**src/rtl/tea_pkg.sv**
```systemverilog
// tea_pkg: shared widths and assembly FSM state type for the TEA deserializer
package tea_pkg;
    localparam int WORD_W = 32;
    localparam int IDX_W  = 6;
    typedef enum logic {IDLE, SHIFT} state_t;
endpackage

```
**src/rtl/tea_shift32.sv**
```systemverilog
// tea_shift32: 32-bit MSB-first shift register with shift enable and synchronous clear
// Ports:
//   clk, reset   clock and asynchronous active-high reset
//   clr_i        discard contents; combined with en_i the new bit starts a fresh word
//   en_i         shift d_i into the LSB
//   d_i          serial input bit
//   nxt_o        register contents including this cycle's shift, so a word whose
//                last bit arrives now can be captured on the same edge
module tea_shift32
    import tea_pkg::*;
(
    input  logic              clk,
    input  logic              reset,
    input  logic              clr_i,
    input  logic              en_i,
    input  logic              d_i,
    output logic [WORD_W-1:0] nxt_o
);
    logic [WORD_W-1:0] sr_q, sr_d, base;

    always_comb begin
        base = clr_i ? '0 : sr_q;
        sr_d = en_i ? {base[WORD_W-2:0], d_i} : base;
    end

    always_ff @(posedge clk or posedge reset) begin
        if (reset) sr_q <= '0;
        else       sr_q <= sr_d;
    end

    assign nxt_o = sr_d;
endmodule

```
**src/rtl/tea_deserializer.sv**
```systemverilog
// tea_deserializer: assembles serial TEA ciphertext bit pairs into 32-bit words with a single output holding register
// Ports:
//   clk, reset          clock and asynchronous active-high reset
//   in_valid            a serial bit pair is present this cycle
//   v0_in, v1_in        current ciphertext bits, MSB first
//   in_bits             index of the current bit pair (0..31)
//   out_valid           holding register contains a word pair
//   out_ready           consumer accepts the held pair
//   v0_word, v1_word    held word pair
//   sync_err            one-cycle pulse after an index mismatch
// Optional (macro TEA_DESER_OVERFLOW_EN):
//   ovf_clr             synchronous clear of overflow (a simultaneous set wins)
//   overflow            sticky flag, set when a completed pair is dropped
module tea_deserializer
    import tea_pkg::*;
(
    input  logic              clk,
    input  logic              reset,
    input  logic              in_valid,
    input  logic              v0_in,
    input  logic              v1_in,
    input  logic [IDX_W-1:0]  in_bits,
    output logic              out_valid,
    input  logic              out_ready,
    output logic [WORD_W-1:0] v0_word,
    output logic [WORD_W-1:0] v1_word,
    output logic              sync_err
`ifdef TEA_DESER_OVERFLOW_EN
    ,
    input  logic              ovf_clr,
    output logic              overflow
`endif
);
    state_t            state_q, state_d;
    logic [IDX_W-1:0]  cnt_q, cnt_d;
    logic              match, mism, restart, last;
    logic              shift_en, sr_clr, complete, transfer, load;
    logic [WORD_W-1:0] v0_nxt, v1_nxt;
    logic              valid_q, valid_d, serr_q;
    logic [WORD_W-1:0] v0_q, v0_d, v1_q, v1_d;

    assign match   = in_valid && (in_bits == cnt_q);
    assign mism    = in_valid && (in_bits != cnt_q);
    // a mismatching index 0 is the start of a fresh word, not just noise
    assign restart = mism && (in_bits == '0);
    assign last    = (state_q == SHIFT) && (cnt_q == IDX_W'(WORD_W - 1));

    always_ff @(posedge clk or posedge reset) begin
        if (reset) begin
            state_q <= IDLE;
            cnt_q   <= '0;
        end else begin
            state_q <= state_d;
            cnt_q   <= cnt_d;
        end
    end

    always_comb begin
        cnt_d   = match ? (last ? '0 : cnt_q + 1'b1) : mism ? IDX_W'(restart) : cnt_q;
        state_d = (cnt_d == '0) ? IDLE : SHIFT;
    end

    always_comb begin
        shift_en = match || restart;
        sr_clr   = mism;
        complete = match && last;
        transfer = valid_q && out_ready;
        // a finished pair only lands if the holding register is empty or draining this edge
        load     = complete && (!valid_q || out_ready);
    end

    tea_shift32 u_sr_v0 (
        .clk   (clk),
        .reset (reset),
        .clr_i (sr_clr),
        .en_i  (shift_en),
        .d_i   (v0_in),
        .nxt_o (v0_nxt)
    );

    tea_shift32 u_sr_v1 (
        .clk   (clk),
        .reset (reset),
        .clr_i (sr_clr),
        .en_i  (shift_en),
        .d_i   (v1_in),
        .nxt_o (v1_nxt)
    );

    always_comb begin
        valid_d = load ? 1'b1 : transfer ? 1'b0 : valid_q;
        v0_d    = load ? v0_nxt : v0_q;
        v1_d    = load ? v1_nxt : v1_q;
    end

    always_ff @(posedge clk or posedge reset) begin
        if (reset) begin
            valid_q <= 1'b0;
            v0_q    <= '0;
            v1_q    <= '0;
            serr_q  <= 1'b0;
        end else begin
            valid_q <= valid_d;
            v0_q    <= v0_d;
            v1_q    <= v1_d;
            serr_q  <= mism;
        end
    end

    assign out_valid = valid_q;
    assign v0_word   = v0_q;
    assign v1_word   = v1_q;
    assign sync_err  = serr_q;

`ifdef TEA_DESER_OVERFLOW_EN
    logic drop, ovf_q, ovf_d;

    assign drop = complete && valid_q && !out_ready;

    always_comb ovf_d = drop ? 1'b1 : ovf_clr ? 1'b0 : ovf_q;

    always_ff @(posedge clk or posedge reset) begin
        if (reset) ovf_q <= 1'b0;
        else       ovf_q <= ovf_d;
    end

    assign overflow = ovf_q;
`endif
endmodule
```
**config.mk**
```make
export PLATFORM = sky130hd
export DESIGN_NAME = tea_deserializer
export DESIGN_NICKNAME = d
export VERILOG_FILES = /design/src/rtl/tea_pkg.sv /design/src/rtl/tea_shift32.sv /design/src/rtl/tea_deserializer.sv
export SDC_FILE = /design/constraint.sdc
export NUM_CORES = 1
export LEC_CHECK = 0
export BUFFER_PORTS_ARGS = -buffer_cell sky130_fd_sc_hd__buf_4
export CAP_MARGIN = 10
export CORE_MARGIN = 2
export CORE_UTILIZATION = 50
export DETAILED_ROUTE_END_ITERATION = 16
export PLACE_DENSITY = 0.67
export RECOVER_POWER = 25
export REMOVE_ABC_BUFFERS = 1
export SLEW_MARGIN = 20
export SYNTH_ARGS = -nofsm -noshare
export SYNTH_HDL_FRONTEND = slang
export SYNTH_HIERARCHICAL = 1
export SYNTH_SLANG_ARGS = --single-unit
```
**constraint.sdc**
```tcl
create_clock -name clk -period 2.6 [get_ports clk]
set_input_delay 0.13 -clock clk [delete_from_list [all_inputs] [get_ports clk]]
set_output_delay 0.13 -clock clk [all_outputs]
set_load 0.005 [all_outputs]
```
==> flow_summary.ini <==
[setup_path]
path_delay_family = simple AND/OR/NAND/NOR gates
cp_data_required_time_ns = 2.90
crit_fanout = 31
max_stage_delay_ns = 0.61
cp.arrival_ns = 2.73
crit_path_start_kind = primary input
worstRegToRegCells = 8
path_cells = dlygate4sd3_1 > buf_4 > or4b_2 > nor4_2 > or2_4 > buf_12 > mux2i_1 > nor2_1 > mux2_2
cp.buffers_inverters = 3
crit_cells = 9
critical_path_class = primary input to flop
end_kind = flop
cpMaxStageDelayCell = or4b_2

[grt]
grt.total_usage = 0.191
grt_pass1_wl_um = 17300
overflow = 0
grt_max_degree = 66
grt_pass1_vias = 3534
antenna_found_initial = 0

[clocking]
clk_path_buf_depth = 2
cts_buffers = 17
worstSkewPairLatency_ns = 0.42
clkTransAtPathRegs_ns = 0.06
clockRootBuffer = clkbuf_16
htree_levels = 4
cts_tree = built
cts_num_sinks = 137
post_cts_buffers = 0

[routing]
drcViolationCount = 0
wl_um = 10700
drt_first_pass_iters = 4
via_count = 3401
avgRoutedWirePerCell_um = 16.4
drt_iter0_drc = 118
vias_per_cell = 5.22
postRouteAntennaNets = 0

[sta]
finalClockSkew_ns = 0.00613
fmax_mhz = 412
hold_viol = 0
setup_slack_ns = 0.170
setup_viol = 0
fin_crit_sh = 0.934
holdWs_ns = 0.219
slew_headroom = -0.214
period_minus_slack_ns = 2.43
rsz0062_at_grt = false
tightest_slew_ns = 1.81
report.final.slew_viol_count = 73

[placement]
place_congestion = 0.845
hpwl_um = 6710
place_inst = 615
port_buffers = 77
place_ws_ns = 0.194

[min_path]
worstHoldPathType = primary input to flop
hold_depth = 4

[floorplanning]
die_area_um2 = 12200
core_area_um2 = 10900
die_h_um = 110
die_w_um = 110
initial_core_util = 0.517
rows = 38
io_pins = 78

[synth]
ys_warn_count = 6
syn_avg_cell_area_um2 = 13.8
synth_sequential_area_ratio = 0.606
synthesis.area_um2 = 5650
synth_cells = 411
synth.distinct_cells = 40
synth-seq-cells = 137

[layout]
drive_gt1_frac = 0.371
antenna_cells = 0
nets = 512
final_cell_count_no_fill = 652
area.growth.synth_to_final_pct = 24.0

[power_and_ir_drop]
ir_drop_mv = 0.462
p_leak_nw = 3.39
power_density_nw_per_um2 = 708

[status]
violations = max-capacitance violations, max-slew violations
status = finished, violations left

[run]
maxCapViolations = 2
## worst paths after layout
path / start / end / slack [ns]
max in group asynchronous: reset / u_sr_v0/sr_q[23] / 0.65
worst max-delay path: in_valid / v0_word[2] / 0.17
min in group asynchronous: reset / u_sr_v1/sr_q[2] / 0.37
worst min register to register: v0_word[24] / v0_word[24] / 0.50
worst min-delay path: in_bits[4] / cnt_q[1] / 0.22
worst max register to register: cnt_q[5] / v0_word[2] / 0.30
## what timing repair did
action	in CTS	in global routing
hold endpoints to repair	87	0
hold buffers	5	0
setup endpoints to repair	0	39
gates resized for setup	0	1
## worst register-to-register path, stage by stage (launching register included)
cell	delay, ns
dfrtp_1	0.44
xnor2_1	0.22
nand4_2	0.23
nor2_1	0.25
or2_4	0.20
buf_12	0.23
mux2i_1	0.27
nor2_1	0.08
mux2_2	0.27
## layout make-up
class                           instances  area [µm²]
Fill cell                             865        3920
Sequential cell                       137        3430
Multi-Input combinational cell        244        1970
Timing Repair Buffer                   93         749
Clock buffer                           19         443
Clock inverter                         13         224
Tap cell                              140         175
Inverter                                6        23.8
## power breakdown
part,total [mW],switching (mW),internal (mW),leakage [nW]
combinational,0.122,0.0841,0.0379,1.16
clock,2.70,0.888,1.82,0.323
sequential,2.14,0.00163,2.14,1.91
total,4.96,0.974,3.99,3.39
## sequential cells by signal, summed over array words and instances, names as in the netlist
register,count
state_q,1
v1_word,32
u_sr_v0/sr_q,32
out_valid,1
u_sr_v1/sr_q,32
cnt_q,6
sync_err,1
v0_word,32
## stage by stage
| step | cell area (µm²) | TNS, ns | power [mW] | utilization |
|---|---|---|---|---|
| global placement | 6300 | 0 | 2.29 | 0.576 |
| floorplan | 5410 | -47.11 | 2.24 | - |
| CTS | 7020 | 0 | 5.01 | 0.642 |
| finish | 7010 | 0 | 4.96 | 0.641 |
| global route | 7010 | 0 | 5.13 | 0.641 |
| detailed placement | 6300 | 0 | 2.30 | 0.576 |
## Yosys cell counts
| cell | number | area, µm² |
|---|---|---|
| and2b_1 | 1 | 7.51 |
| a221o_1 | 1 | 10.0 |
| nand2b_1 | 1 | 6.26 |
| mux2_2 | 64 | 721 |
| or2_2 | 2 | 12.5 |
| dfrtp_1 | 137 | 3430 |
| o31ai_1 | 2 | 15.0 |
| buf_12 | 6 | 120 |
| or4b_1 | 1 | 10.0 |
| o22ai_1 | 1 | 6.26 |
| xnor2_2 | 1 | 16.3 |
| xnor2_1 | 5 | 43.8 |
| nor4b_1 | 1 | 8.76 |
| o32ai_1 | 1 | 8.76 |
| nor3b_1 | 1 | 7.51 |
| ha_1 | 1 | 12.5 |
| or2_1 | 1 | 6.26 |
| a22o_2 | 1 | 10.0 |
| and2_2 | 1 | 7.51 |
| clkbuf_1 | 5 | 18.8 |
| nor2_1 | 68 | 255 |
| nand4_2 | 1 | 12.5 |
| and3_1 | 2 | 12.5 |
| a211o_1 | 1 | 8.76 |
| a22o_1 | 2 | 17.5 |
| buf_6 | 4 | 45.0 |
| or4b_2 | 1 | 10.0 |
| a21oi_1 | 4 | 20.0 |
| o41ai_1 | 1 | 8.76 |
| nor2b_1 | 2 | 12.5 |
| buf_4 | 6 | 45.0 |
| buf_2 | 3 | 15.0 |
| a311o_1 | 1 | 10.0 |
| nand3_1 | 3 | 15.0 |
| o21ai_0 | 1 | 5.00 |
| mux2i_1 | 62 | 621 |
| nand2_1 | 7 | 26.3 |
| nor4_1 | 1 | 6.26 |
| inv_1 | 6 | 22.5 |
| nand4b_1 | 1 | 8.76 |
## metal layers
layer	vias up	wire (µm)	track usage
li1	1597	-	-
met1	1696	4940	0.251
met2	89	5000	0.295
met3	19	548	0.0600
met4	0	204	0.0786
met5	-	0	0
## cells in the final DEF, fill, tap and decap left out, types with 2 or more instances in the layout
| master | n |
|---|---|
| nand2_1 | 7 |
| nand3_1 | 3 |
| nor2_1 | 68 |
| clkbuf_1 | 4 |
| mux2_2 | 64 |
| mux2i_1 | 62 |
| dfrtp_1 | 137 |
| a22o_1 | 2 |
| buf_4 | 80 |
| dlygate4sd3_1 | 5 |
| a21oi_1 | 4 |
| xnor2_1 | 5 |
| clkbuf_16 | 17 |
| inv_1 | 5 |
| bufinv_16 | 6 |
| nor2b_1 | 2 |
| clkinvlp_4 | 2 |
| clkinv_2 | 4 |
| o31ai_1 | 2 |
| buf_12 | 4 |
## cells by family after synthesis
kind of cell,synth area share
buffers and inverters,0.0471
muxes,0.237
and+or+nand+nor,0.0752
DFF,0.606
xor gates and xnor gates,0.0106
AOI/OAI and AO/OA,0.0212
adders and majority gates,0.00221
(Power assumes the default switching activity.)
